[config.mk]
export PLATFORM = sky130hd
export DESIGN_NAME = pwm_decoder
export DESIGN_NICKNAME = d
export VERILOG_FILES = /design/src/rtl/pwm_decoder.sv
export SDC_FILE = /design/constraint.sdc
export NUM_CORES = 1
export LEC_CHECK = 0
export CAP_MARGIN = 0
export CELL_PAD_IN_SITES_DETAIL_PLACEMENT = 2
export CELL_PAD_IN_SITES_GLOBAL_PLACEMENT = 2
export CORE_ASPECT_RATIO = 2
export CORE_UTILIZATION = 30
export DETAILED_ROUTE_END_ITERATION = 7
export PLACE_DENSITY_LB_ADDON = 0.1
export SLEW_MARGIN = 20
export SYNTH_ARGS = -nofsm -noshare
export SYNTH_HDL_FRONTEND = slang
export SYNTH_SLANG_ARGS = --single-unit
[constraint.sdc]
create_clock -name Clock -period 2.3 [get_ports Clock]
set_input_delay 0.345 -clock Clock [delete_from_list [all_inputs] [get_ports Clock]]
set_output_delay 0.345 -clock Clock [all_outputs]
set_load 0.02 [all_outputs]
[src/rtl/pwm_decoder.sv]
// Recovers the duty code of an incoming PWM line, tracks period lock and flags
// windows whose length falls outside the accepted tolerance band.
module pwm_decoder #(
  parameter int    ClockPeriod_ns = 20,
  parameter int    PWMPeriod_ns   = 20_000,
  parameter string PWMType        = "Front",
  parameter int    Size           = 3
) (
  input  logic            Clock,
  input  logic            Reset,
  input  logic            PWM,
  output logic [Size-1:0] Data,
  output logic            Valid,
  output logic            Locked,
  output logic            PeriodErr
);

  localparam int TicksPerPeriod = PWMPeriod_ns / ClockPeriod_ns;
  localparam int TicksPerStep   = TicksPerPeriod / (2 ** Size);
  localparam int Tol            = TicksPerStep / 2;
  localparam int CW             = $clog2(TicksPerPeriod + Tol + 1);
  localparam bit IsFront        = (PWMType == "Front");
  localparam bit IsBack         = (PWMType == "Back");

  localparam logic [CW-1:0]   CntOne     = CW'(1);
  localparam logic [CW-1:0]   LenMin     = CW'(TicksPerPeriod - Tol);
  localparam logic [CW-1:0]   LenMax     = CW'(TicksPerPeriod + Tol);
  localparam logic [CW-1:0]   SteadyLast = CW'(TicksPerPeriod - 1);
  localparam logic [CW-1:0]   StepLast   = CW'(TicksPerStep - 1);
  localparam logic [CW-1:0]   StepInit   = CW'(Tol);
  localparam logic [Size:0]   CodeOne    = (Size + 1)'(1);
  localparam logic [Size:0]   CodeTop    = '1;
  localparam logic [Size:0]   CodeMax    = (Size + 1)'(2 ** Size - 1);
  localparam logic [Size-1:0] DataMax    = '1;

  generate
    if (TicksPerStep < 2) begin : g_bad_step
      $error("pwm_decoder: TicksPerStep must be at least 2");
    end
    if (!IsFront && !IsBack) begin : g_bad_type
      $error("pwm_decoder: PWMType must be Front or Back");
    end
  endgenerate

  typedef enum logic [1:0] {UNLOCKED, MEASURE, STEADY} state_t;

  function automatic logic [Size-1:0] sat_code(input logic [Size:0] c);
    return (c > CodeMax) ? DataMax : c[Size-1:0];
  endfunction

  function automatic logic [Size:0] code_inc(input logic [Size:0] c);
    return (c == CodeTop) ? c : c + CodeOne;
  endfunction

  function automatic logic [Size-1:0] level_code(input logic s);
    return s ? DataMax : '0;
  endfunction

  state_t          state, state_nxt;
  logic            sync_p0, sync_p1, prev_p2;
  logic            bnd_p2;
  logic [CW-1:0]   period_cnt, period_nxt, win_len;
  logic [CW-1:0]   step_cnt, step_nxt, step_base;
  logic [Size:0]   code, code_nxt, code_base;
  logic [Size-1:0] data_nxt;
  logic            valid_nxt, locked_nxt, perr_nxt, restart;

  // Stage p2: boundary edge from the synchronised line and its delayed copy
  assign bnd_p2  = IsFront ? (sync_p1 & ~prev_p2) : (~sync_p1 & prev_p2);
  assign win_len = period_cnt + CntOne;

  always_comb begin
    state_nxt  = state;
    period_nxt = period_cnt + CntOne;
    step_base  = step_cnt;
    code_base  = code;
    step_nxt   = step_cnt;
    code_nxt   = code;
    data_nxt   = Data;
    valid_nxt  = 1'b0;
    locked_nxt = Locked;
    perr_nxt   = 1'b0;
    restart    = 1'b0;
    case (state)
      UNLOCKED: begin
        period_nxt = '0;
        if (bnd_p2) begin
          restart   = 1'b1;
          state_nxt = MEASURE;
        end
      end
      MEASURE: begin
        if (bnd_p2) begin
          restart = 1'b1;
          if ((win_len >= LenMin) && (win_len <= LenMax)) begin
            data_nxt   = sat_code(code);
            valid_nxt  = 1'b1;
            locked_nxt = 1'b1;
          end else begin
            perr_nxt   = 1'b1;
            locked_nxt = 1'b0;
          end
        end else if (win_len == LenMax) begin
          data_nxt   = level_code(sync_p1);
          valid_nxt  = 1'b1;
          locked_nxt = 1'b0;
          period_nxt = '0;
          state_nxt  = STEADY;
        end
      end
      STEADY: begin
        if (bnd_p2) begin
          restart   = 1'b1;
          state_nxt = MEASURE;
        end else if (period_cnt == SteadyLast) begin
          data_nxt   = level_code(sync_p1);
          valid_nxt  = 1'b1;
          period_nxt = '0;
        end
      end
      default: state_nxt = UNLOCKED;
    endcase
    if (restart) begin
      period_nxt = '0;
      step_base  = StepInit;
      code_base  = '0;
    end
    // The boundary cycle itself already belongs to the new window
    step_nxt = step_base;
    code_nxt = code_base;
    if (sync_p1 && (state_nxt == MEASURE)) begin
      if (step_base == StepLast) begin
        step_nxt = '0;
        code_nxt = code_inc(code_base);
      end else begin
        step_nxt = step_base + CntOne;
      end
    end
  end

  always_ff @(posedge Clock or posedge Reset) begin
    if (Reset) begin
      sync_p0    <= 1'b0;
      sync_p1    <= 1'b0;
      prev_p2    <= 1'b0;
      state      <= UNLOCKED;
      period_cnt <= '0;
      step_cnt   <= '0;
      code       <= '0;
      Data       <= '0;
      Valid      <= 1'b0;
      Locked     <= 1'b0;
      PeriodErr  <= 1'b0;
    end else begin
      sync_p0    <= PWM;
      sync_p1    <= sync_p0;
      prev_p2    <= sync_p1;
      state      <= state_nxt;
      period_cnt <= period_nxt;
      step_cnt   <= step_nxt;
      code       <= code_nxt;
      Data       <= data_nxt;
      Valid      <= valid_nxt;
      Locked     <= locked_nxt;
      PeriodErr  <= perr_nxt;
    end
  end

endmodule

==> results of run 1 <==
registers in the layout, indices dropped and copies added, names as in the netlist, 2 cells and up:
register,count
Data,3
state,2
period_cnt,11
step_cnt,11
code,4
timing repair:
action                     4_1_cts  5_1_grt
gates resized for setup         13       24
buffers inserted                 5        3
pin swaps                        8       12
setup endpoints to repair       18       30
report_power, final:
| group | internal, mW | switching (mW) |
|---|---|---|
| sequential | 0.765 | 0.108 |
| clock | 0.398 | 0.276 |
| combinational | 0.563 | 0.696 |
synth_stat cells, types with 2 or more instances:
master    number
a21oi_1       13
a31o_2         2
a31oi_1        3
and2_1         7
and3_1         5
buf_2          4
buf_4          3
buf_6          3
clkbuf_1       3
dfrtp_1       37
ha_1           9
inv_1         12
mux2i_1        4
nand2_1       30
nand2b_1       2
nand3_1       10
nand4_1        4
nand4b_1       2
nor2_1        40
nor3_1         6
nor3b_1        3
nor4_1         5
o211ai_1       2
o211ai_2       2
o21a_1         2
o21ai_0       16
o21ai_1        2
o22ai_1        3
o31a_1         2
or3_1          3
or3b_1         2
xnor2_1        9
xor2_1         2
logic make-up after synthesis:
group | share of synthesized area, %
and+or+nand+nor | 26.4
AOI/OAI and AO/OA | 18.6
DFF | 38.1
buffers and inverters | 6.23
xor gates and xnor gates | 3.97
adders and majority gates | 4.63
muxes | 2.11
through the flow:
| stage | hold WS, ns | setup TNS, ns | instances |
|---|---|---|---|
| after floorplan | 0.331 | -0.0760 | 278 |
| after global placement | 0.336 | 0 | 423 |
| final | 0.357 | 0 | 438 |
| after detailed placement | 0.349 | -0.504 | 423 |
| after global routing | 0.365 | -0.702 | 438 |
| after CTS | 0.362 | 0 | 436 |
layout by cell type, fill, tap and decap left out, types with 5 or more instances in the layout:
| cell | count |
|---|---|
| a21oi_1 | 10 |
| and2_1 | 6 |
| and3_1 | 5 |
| buf_4 | 57 |
| clkbuf_16 | 5 |
| clkdlybuf4s50_1 | 8 |
| dfrtp_1 | 34 |
| inv_1 | 9 |
| nand2_1 | 27 |
| nand3_1 | 10 |
| nor2_1 | 37 |
| o21ai_0 | 16 |
| xnor2_1 | 8 |
final cells by class:
| type | count | area [sq um] |
|---|---|---|
| Timing Repair Buffer | 70 | 591 |
| Clock inverter | 2 | 10.0 |
| Fill cell | 898 | 4520 |
| Sequential cell | 37 | 930 |
| Tap cell | 96 | 120 |
| Clock buffer | 6 | 129 |
| Multi-Input combinational cell | 214 | 1540 |
| Inverter | 13 | 51.3 |
per-layer routing:
| layer | wire length (um) | GRT usage, % | vias up |
|---|---|---|---|
| met2 | 5140 | 43.0 | 10 |
| met1 | 2760 | 17.6 | 1183 |
| met5 | 0 | 0 | - |
| li1 | - | - | 1103 |
| met4 | 179 | 8.82 | 0 |
| met3 | 52 | 2.02 | 12 |
worst max-delay path by stage:
stage	startpoint	end
after CTS	period_cnt[0]	step_cnt[3]
after floorplan	state[1]	code[1]
after detailed placement	period_cnt[0]	Data[1]
final	state[0]	code[3]
after global routing	period_cnt[0]	step_cnt[6]
after global placement	period_cnt[0]	period_cnt[6]
==> run_results.csv, run 1 <==
group,metric,value,unit
logic_synthesis,synth_flop_cell,"dfrtp_1",
logic_synthesis,synthCells,278,
clocking,cts_tree,"built",
sta,hold_viol_final,0,
sta,skew,0.00579,ns
min_path,min_path_type,"flop to flop",
floorplanning,die_h,129,um
power,peakVddDrop,417,uV
global_routing,grt.overflow.total,0,
global_routing,grt_pass1_wl,12900,um
finish,synthToLayoutAreaGrowth,38.6,%
logic_synthesis,synth-seq-cells,37,
logic_synthesis,netlist_area,2430,sq um
floorplanning,ios,9,
finish,stdcell_area,3370,sq um
critical_path,reg2reg_depth,11,
critical_path,ff2ff_setup_slack,0.03,ns
logic_synthesis,synth_cell_types,59,
critical_path,worst_ep_required_time,2.50,ns
logic_synthesis,seq_area_frac_synth,38.1,%
critical_path,crit_buf_inv,3,
power,p_total,2.81,mW
logic_synthesis,synth.avg_cell_area,8.74,sq um
critical_path,reg2reg_from,"state[0]",
outcome,outcome,"completed",
route,vias,2308,
logic_synthesis,synth_area_leaders,"dfrtp_1, nor2_1, ha_1",
power,p_leak,1.40,nW
clocking,insertion_delay,0.29,ns
global_routing,track_usage,20.3,%
run,maxCapViolations,0,
route,first_pass_iters,4,
critical_path,crit_path_start_kind,"flop",
sta,relSlewSlack,54.2,%
floorplanning,initial_utilization,30.8,%
critical_path,worst-path-stages,11,
placement,place_congestion,0.778,
critical_path,cp.arrival,2.47,ns
sta,grt_setup_unrepaired,"true",
finish,final_layout_size_suffix_gt1_share,35.4,%
global_routing,antenna_found_initial,0,
critical_path,path_cells,"buf_4 > inv_4 > ha_1 > nor2_2 > a21oi_2 > a21o_1 > nand4b_1 > nand2b_4 > buf_4 > o31a_1 > a211oi_2",
placement,place_area,3010,sq um
min_path,holdPathEnd,"sync_p1",
sta,fin_crit_sh,98.5,%
critical_path,cpLargestDelayFamily,"compound AO/OA/AOI/OAI gates",
floorplanning,row_count,46,
route,drc,0,
route,totalWireLength,8130,um
logic_synthesis,synth_top_cell_by_area,"dfrtp_1",
sta,min_period,2.27,ns
finish,n_antenna_cell,0,
clocking,cts_buffer_depth,2,
sta,finalSetupViolCount,0,
logic_synthesis,syn_nets,290,
min_path,min_from,"sync_p0",
logic_synthesis,synth-async-reset-ratio,100,%
sta,clock.fmax,441,MHz
critical_path,cpPeakStageDelay,0.39,ns
sta,drv_slew,0,
route,via_per_inst,5.27,
placement,post-dp-hpwl,6490,um
clocking,cts-buffers-inserted,5,
min_path,whs_path_depth,0,
floorplanning,fp.coreArea,7890,sq um
critical_path,crit_type,"flop to flop",
sta,worst_pin_slew,0.687,ns
critical_path,critical_path.most_common_cell,"buf_4",
global_routing,grt_max_degree,19,
route,first_iter_violations,54,
critical_path,cpMaxStageDelayCell,"dfrtp_1",
finish,finish.utilization,42.7,%
logic_synthesis,yosysTopAreaCellShare,38.1,%
placement,port-buffer-count,8,
clocking,cts_hold_buf,0,
critical_path,regToRegEndpoint,"code[3]",
placement,dp_slack,-0.0998,ns
clocking,clockRootBuffer,"clkbuf_16",
route,postRouteAntennaNets,0,
clocking,cts_sinks,37,
logic_synthesis,synth-edff-count,0,
logic_synthesis,yosysWarnings,0,
sta,fin_ws,0.0345,ns
global_routing,first_global_vias,2684,
power,p_per_area,834,nW/um^2
floorplanning,die_w,65.6,um
critical_path,worst-path-max-fanout,8,
clocking,cts_max_level,2,
finish,finalNetCount,353,
clocking,path_clk_slew,0.06,ns
floorplanning,die_area,8480,sq um
critical_path,endpoint_kind,"flop",
route,wl_per_cell,18.6,um
Note: power is estimated with default switching activity, not from simulation.
==> run 2: changes to the inputs <==
- clock period: 2.3 -> 2 ns (I/O delays scaled with it)
==> run 2 against run 1 <==
The run now ends with negative setup slack left. Cell count grew 8.0%. Core utilization is 8.1 points higher. Die area unchanged. Setup slack lost 0.40 ns. Cell area increased by 19%. First-iteration DRC count down 24%. Fmax down 4.3%. Power increased by 42%. Count of clock-buffer cells in the layout is 1 lower. Register-to-register slack got worse by 0.40 ns. Critical path type unchanged. Sequential cell count did not move.
==> run_results.csv, run 2 (same netlist as run 1, synthesis figures left out) <==
group,metric,value,unit
outcome,outcome,"finished, violations left",
outcome,violations,"negative setup slack",
sta,relSlewSlack,69.4,%
floorplanning,die_w,65.6,um
finish,stdcell_area,4010,sq um
sta,worst_pin_slew,0.456,ns
route,postRouteAntennaNets,0,
floorplanning,row_count,46,
critical_path,setup.worst_path.end,"step_cnt[10]",
clocking,clockRootBuffer,"clkbuf_16",
critical_path,crit_type,"flop to flop",
sta,skew,0.00680,ns
critical_path,crit_path_start_kind,"flop",
finish,nFillCells,805,
sta,timing.hold.ws,0.319,ns
sta,grt_setup_unrepaired,"true",
floorplanning,initial_utilization,30.8,%
power,peakVddDrop,675,uV
power,p_leak,1.63,nW
placement,post-dp-hpwl,6830,um
finish,layout_commonest_cell,"buf_4",
route,totalWireLength,11100,um
placement,dp_slack,-0.371,ns
critical_path,worst-path-max-fanout,5,
finish,reg_top3,"period_cnt: 11 flops, step_cnt: 11 flops, code: 4 flops",
finish,final_cell_mix,"buf_4, dfrtp_1, nand2_1",
route,vias,2572,
global_routing,grt_pass1_wl,15400,um
clocking,cts_tree,"built",
route,drc,0,
global_routing,antenna_found_initial,0,
power,p_per_area,994,nW/um^2
floorplanning,ios,9,
clocking,cts_max_level,2,
critical_path,regToRegEndpoint,"step_cnt[10]",
critical_path,reg2reg_from,"state[1]",
global_routing,track_usage,24.9,%
critical_path,worst_ep_required_time,2.22,ns
finish,n_antenna_cell,0,
placement,place_area,3230,sq um
finish,synthToLayoutAreaGrowth,64.9,%
finish,final_layout_size_suffix_gt1_share,54.1,%
sta,fin_crit_sh,118,%
route,first_iter_violations,41,
run,maxCapViolations,0,
global_routing,grt.overflow.total,0,
critical_path,cp.arrival,2.58,ns
clocking,cts_buffer_depth,2,
critical_path,endpoint_kind,"flop",
critical_path,ff2ff_setup_slack,-0.37,ns
global_routing,first_global_vias,2963,
sta,min_period,2.37,ns
clocking,cts-buffers-inserted,5,
clocking,cts_sinks,37,
min_path,min_path_type,"primary input to asynchronous set/reset pin",
clocking,path_clk_slew,0.06,ns
finish,finish.utilization,50.8,%
route,via_per_inst,5.44,
finish,fin_cells,473,
sta,finalSetupViolCount,33,
sta,clock.fmax,423,MHz
clocking,cts_hold_buf,0,
critical_path,cp-startpoint,"state[1]",
sta,hold_viol_final,0,
floorplanning,fp.coreArea,7890,sq um
placement,port-buffer-count,8,
critical_path,reg2reg_depth,11,
placement,dp.cells,450,
sta,fin_ws,-0.367,ns
floorplanning,die_area,8480,sq um
route,wl_per_cell,23.4,um
floorplanning,die_h,129,um
route,first_pass_iters,4,
placement,place_congestion,0.824,
clocking,insertion_delay,0.29,ns
global_routing,grt_max_degree,18,
finish,finalNetCount,388,
sta,drv_slew,0,
## run 2: changes by cell type in the layout (fill, tap and decap cells not counted), moves of 8 or more
cell and change:
buf_4 +21, buf_6 +16, nor2_1 -19, nor2_2 +9, nor2_4 +10, o21ai_0 -8
## run 2: what timing repair did
| item | in CTS | in global routing |
|---|---|---|
| pin swaps | 38 | 25 |
| gates resized for setup | 97 | 25 |
| buffers inserted | 15 | 5 |
| endpoints found under the setup margin | 34 | 34 |
## run 2: area by class of cell
cell class              count  area [sq um]  area share (%)
inverters                  13          58.8            1.47
multi-input cells         214          1820            45.4
clock inverters             3          65.1            1.62
repair buffers            105           888            22.2
flip-flops and latches     37           931            23.2
well taps                  96           120            3.00
clock buffers               5           125            3.12
## run 2: worst max-delay path: stages, from the launching register on
cell	delay, ns
dfrtp_1	0.42
ha_4	0.19
buf_4	0.13
nor3b_2	0.19
buf_4	0.18
nor2_4	0.05
inv_2	0.07
ha_4	0.17
nand2_1	0.05
or3_1	0.33
or3_4	0.35
a21oi_2	0.15
## run 2: how the worst min path moves through the flow
stage	startpoint	endpoint
after floorplan	sync_p0	sync_p1
after global placement	sync_p0	sync_p1
after detailed placement	sync_p0	sync_p1
after CTS	Reset	step_cnt[9]
after global routing	Reset	step_cnt[9]
final	Reset	step_cnt[5]
## run 2: layer usage
layer  wire, um  GRT usage [%]  vias up
met2       6910           51.4       40
met1       3480           21.8     1325
met4        531           12.5        0
li1           -              -     1176
met3        158           3.08       31
met5          0              0        -
## run 2: report_power, final
group          leakage, nW  internal, mW  switching [mW]
combinational         1.06         0.867            1.06
sequential           0.474         0.880           0.125
clock               0.0938         0.713           0.335
total                 1.63          2.46            1.52
## run 2: metrics by stage
stage | total power [mW] | setup TNS, ns
global route | 4.15 | -9.20
CTS | 3.78 | -5.26
detailed placement | 2.43 | -8.76
floorplan | 1.80 | -4.01
global placement | 2.38 | -4.78
finish | 3.98 | -6.83
==> run 3: changes to the inputs <==
- clock period: 2 -> 2.3 ns (I/O delays scaled with it)
==> results of run 3 <==
Same layout as run 1: the final DEF is identical, and so are final timing and power.
==> edit 1: new RTL, settings of run 1 <==
Re-encode `state_t` (3 states) as one-hot, 3 bits wide.
--- a/src/rtl/pwm_decoder.sv
+++ b/src/rtl/pwm_decoder.sv
@@ -44,3 +44,3 @@
 
-  typedef enum logic [1:0] {UNLOCKED, MEASURE, STEADY} state_t;
+  typedef enum logic [2:0] {UNLOCKED = 3'b001, MEASURE = 3'b010, STEADY = 3'b100} state_t;
 
Function: no difference found for any inputs over 10 cycles, from zero or initial values and one cycle with Reset high; not proved beyond that.
==> edit 1 against run 1 <==
  * The run now ends with setup timing left
  * Synthesized area is 1.7% lower
  * Setup slack got worse by 490 ps
  * Final area increased by 3.9%
  * Sequential cell count up 1
  * First-iteration DRC count decreased by 20%
  * Routed wire length up 7.9%
  * Critical path depth is the same
  * Global-route usage up 3.0 points
  * Power down 22%
==> edit 1: results (changes against run 1) <==
Clock Network Area Fraction 4.22% (+0.095 points); Mapped Nets 268 (-7.6%); # resized after CTS 42 (+29); met1 Resource Use GR 19.6% (+2.0 points); share of cells above drive strength 1 39.9% (+4.5 points); setup TNS -4050 ps (-4050 ps); Slew headroom 65.0% (+11 points); status finished with violations; Max Clock Skew 3.77 ps (-2.01 ps); Final GP Congestion 0.767 (-1.4%); Net Switching 716 uW (-34%); Post-Syn Area per Cell 9.19 sq um (+5.1%); slowest cell delay on critical path 550 ps (+160 ps); met2 Use GR 49.0% (+5.9 points); drt via density 5.36 (+1.7%); Non-clk bufs 76 (+8.6%); Final Worst Setup Slack -458 ps (-493 ps); count of cell types in the netlist 62 (+5.1%); Non-clock buffering overhead 19.0% (+1.5 points); Iteration-0 DRC Markers 43 (-20%); multi-input gates 196 (-8.4%); # nets final 338 (-4.2%); Commonest cells post-synth dfrtp_1, nor2_1, nand2_1, inv_1, nand3_1; xor and xnor fraction of the mapped netlist area 5.50% (+1.5 points); failing checks setup timing; endpoints failing setup 23 (+23); Cell Int Power 1.48 mW (-15%); Max Fanout on Critical Path 3 (-5); Synth Area in Adders 2.62% (-2.0 points); Layout area overhead 46.5%; LEAKAGE 1.45 nW (+3.1%); fill count 862 (-4.0%); final HPWL from detailed placement 6.31 mm (-2.8%); GRT Overall Usage 23.3% (+3.0 points); area fraction in compound gates after synthesis 16.4% (-2.2 points); Inst Count DP 400 (-5.4%); first-pass GRT wire length 14.2 mm (+9.6%); fraction of area in registers 27.4% (-0.25 points); Post-CTS Setup Repair Bufs 15 (+10); CORE AREA 7660 sq um (-2.9%); vias in the first global route 2686 (+0.075%); WL per Instance 20.6 um (+11%); Power Clock 718 uW (+6.4%); slowest CP cell dfstp_2; met3 Resource Use GR 2.40% (+0.38 points); synth top area cells dfrtp_1, nor2_1, nand2_1, xnor2_1, ha_1; register area share after synthesis 39.9% (+1.8 points); mux share of post-synthesis cell area 2.15% (+0.036 points); #FFs+latches synth 38 (+2.7%); Worst VDD drop 0.451 mV (+8.2%); final WL 8.76 mm (+7.9%); clock buffers 7 (+1)
-- edit 1: cell count changes after synthesis, sizes merged, moves of 3 or more --
cell,before,now
xor2,2,6
o21ai,18,9
nand3b,0,3
nand2,30,24
ha,9,5
nand3,10,13
nor4b,0,3
nor2,41,31
a21oi,14,7
-- edit 1: path summary, 6_finish.rpt --
check / cells past startpoint / startpoint / end
max: 11 / state[0] / code[1]
min: 0 / sync_p0 / sync_p1
max reg2reg: 11 / state[0] / code[1]
min reg2reg: 0 / sync_p0 / sync_p1
max in group asynchronous: 3 / Reset / period_cnt[2]
min in group asynchronous: 3 / Reset / PeriodErr
-- edit 1: cells by family after synthesis --
kind of cell	count (synthesis)
fa+ha+maj	5
xor+xnor	15
mux	5
compound gates	52
buf+inv	26
flops	38
simple gates	119
-- edit 1: critical path, delay by kind of cell (launching register included) --
family / cells / cell delay [ps]
simple gates: 6 / 1220
fa+ha+maj: 1 / 170
mux: 1 / 300
flops: 1 / 550
compound gates: 3 / 390
==> edit 2: new RTL, flow settings as in run 1 <==
Made on the original files. `Size`: 3 -> 4.
--- a/src/rtl/pwm_decoder.sv
+++ b/src/rtl/pwm_decoder.sv
@@ -6,3 +6,3 @@
   parameter string PWMType        = "Front",
-  parameter int    Size           = 3
+  parameter int    Size           = 4
 ) (
Interface: changed (resized Data); port bits go from 9 to 10. The function was not compared with the original's and may differ.
==> edit 2 against run 1 <==
  * The run now ends with setup timing left
  * Power grew 1.4%
  * Die area is 1.4% lower
  * Via count rose by 2.4%
  * Sequential share of layout area grew 0.49 points
  * Critical path type unchanged
  * Routed wire length is 4.2% higher
  * Synthesized area down 1.4%
  * Largest power group unchanged
  * Count of clock-buffer cells in the layout rose by 2
  * Final area rose by 3.5%
  * Hold slack got worse by 5.4 ps
  * Critical endpoint is now Data[2]
  * Sequential cell count up 2
  * Setup slack lost 170 ps
==> edit 2: results (changes against run 1) <==
first-pass GRT wire length 12.9 mm (about the same); largest net degree at the start of global routing 40 (+21); Synth Area in Adders 5.22% (+0.59 points); # diodes 0 (unchanged); sw frac 35.9% (-2.5 points); Worst VDD drop 0.420 mV (+0.73%); final HPWL from detailed placement 6.35 mm (-2.2%); pre-CTS setup slack -195 ps (-94.8 ps); placed cell area 3030 sq um (+0.66%); Commonest cells post-synth dfrtp_1, nor2_1, nand2_1, inv_1, o21ai_0; count of cell types in the netlist 54 (-8.5%); Iteration-0 DRC Markers 50 (-7.4%); WL met3 85 um (+63%); fill count 861 (-4.1%); Syn Inst Count 267 (-4.0%); Final GP Congestion 0.824 (+5.9%); antenna violations before repair 0 (unchanged); slowest cell delay on critical path 430 ps (+40 ps); met2 routed WL 5.29 mm (+2.9%); via count 2363 (+2.4%); H-Tree Depth 2 (unchanged); share of cells above drive strength 1 35.5% (+0.15 points); Port Buf Inserts 9 (+1); Hold Worst Slack 352 ps (-5.43 ps); Pwr Total 2.85 mW (+1.4%); drt via density 5.33 (+1.2%); # nets final 361 (+2.3%); Final Worst Setup Slack -134 ps (-169 ps); status finished with violations; LEAKAGE 1.58 nW (+12%); met2 Use GR 43.6% (+0.56 points); Inst Count DP 421 (-0.47%); Worst-Margin Slew 522 ps (-165 ps); biggest regs period_cnt: 11 flops, step_cnt: 11 flops, code: 5 flops; clock power share 26.2% (+2.2 points); xor and xnor fraction of the mapped netlist area 4.75% (+0.79 points); area fraction in compound gates after synthesis 16.1% (-2.5 points); endpoints failing setup 8 (+8); comb pwr 1.18 mW (-6%); vias in the first global route 2632 (-1.9%); setup TNS -633 ps (-633 ps); metal1 wirelength 2.71 mm (-1.6%); register area share after synthesis 40.7% (+2.6 points); met1 Resource Use GR 17.6% (-0.052 points); Mapped Nets 280 (-3.4%); First-pass DRT Iterations 2 (-2); met3 Resource Use GR 2.93% (+0.90 points); WL per Instance 19.1 um (+3.0%); Max Clock Skew 4.43 ps (-1.35 ps); Post-synth ARST share 100% (unchanged); synth top area cells dfrtp_1, ha_1, nor2_1, nand2_1, xnor2_1; total CTS buffers 5 (unchanged); Max Fanout on Critical Path 4 (-4); failing checks setup timing; GRT Overall Usage 21.0% (+0.74 points); mux share of post-synthesis cell area 2.51% (+0.40 points); area of the multi-input gates 1500 sq um (-2.6%); Worst R2R End Data[2]; CP arrival 2640 ps (+170 ps); Crit Reg-Reg Startpoint period_cnt[0]
## edit 2: changes by cell type in the layout (fill, tap and decap cells not counted), moves of 5 or more
cell	before	now
buf_6	2	7
nor2_1	37	27
o21ai_0	16	10
a21oi_1	10	5
buf_4	57	69
nor3_1	3	8
## edit 2: worst max-delay path by stage
stage	startpoint	slack, ps	to	depth (start not counted)
3_3_place_gp	state[0]	-130	step_cnt[10]	10
2_1_floorplan	period_cnt[2]	-60	Data[0]	10
6_report	period_cnt[0]	-130	Data[2]	11
4_1_cts	period_cnt[0]	-140	Data[1]	10
5_1_grt	period_cnt[0]	-240	Data[1]	11
3_5_place_dp	period_cnt[0]	-190	Data[1]	10
## edit 2: timing repair
action,4_1_cts,5_1_grt
setup buffers,5,9
pin swaps,8,17
endpoints found under the setup margin,21,27
resized for setup,17,29
## edit 2: final cells by class
type	count	share of cell area, %
clock buffers	8	4.49
inverters	13	1.40
repair buffers	85	19.7
flip-flops and latches	39	28.1
well taps	94	3.37
multi-input cells	204	42.9
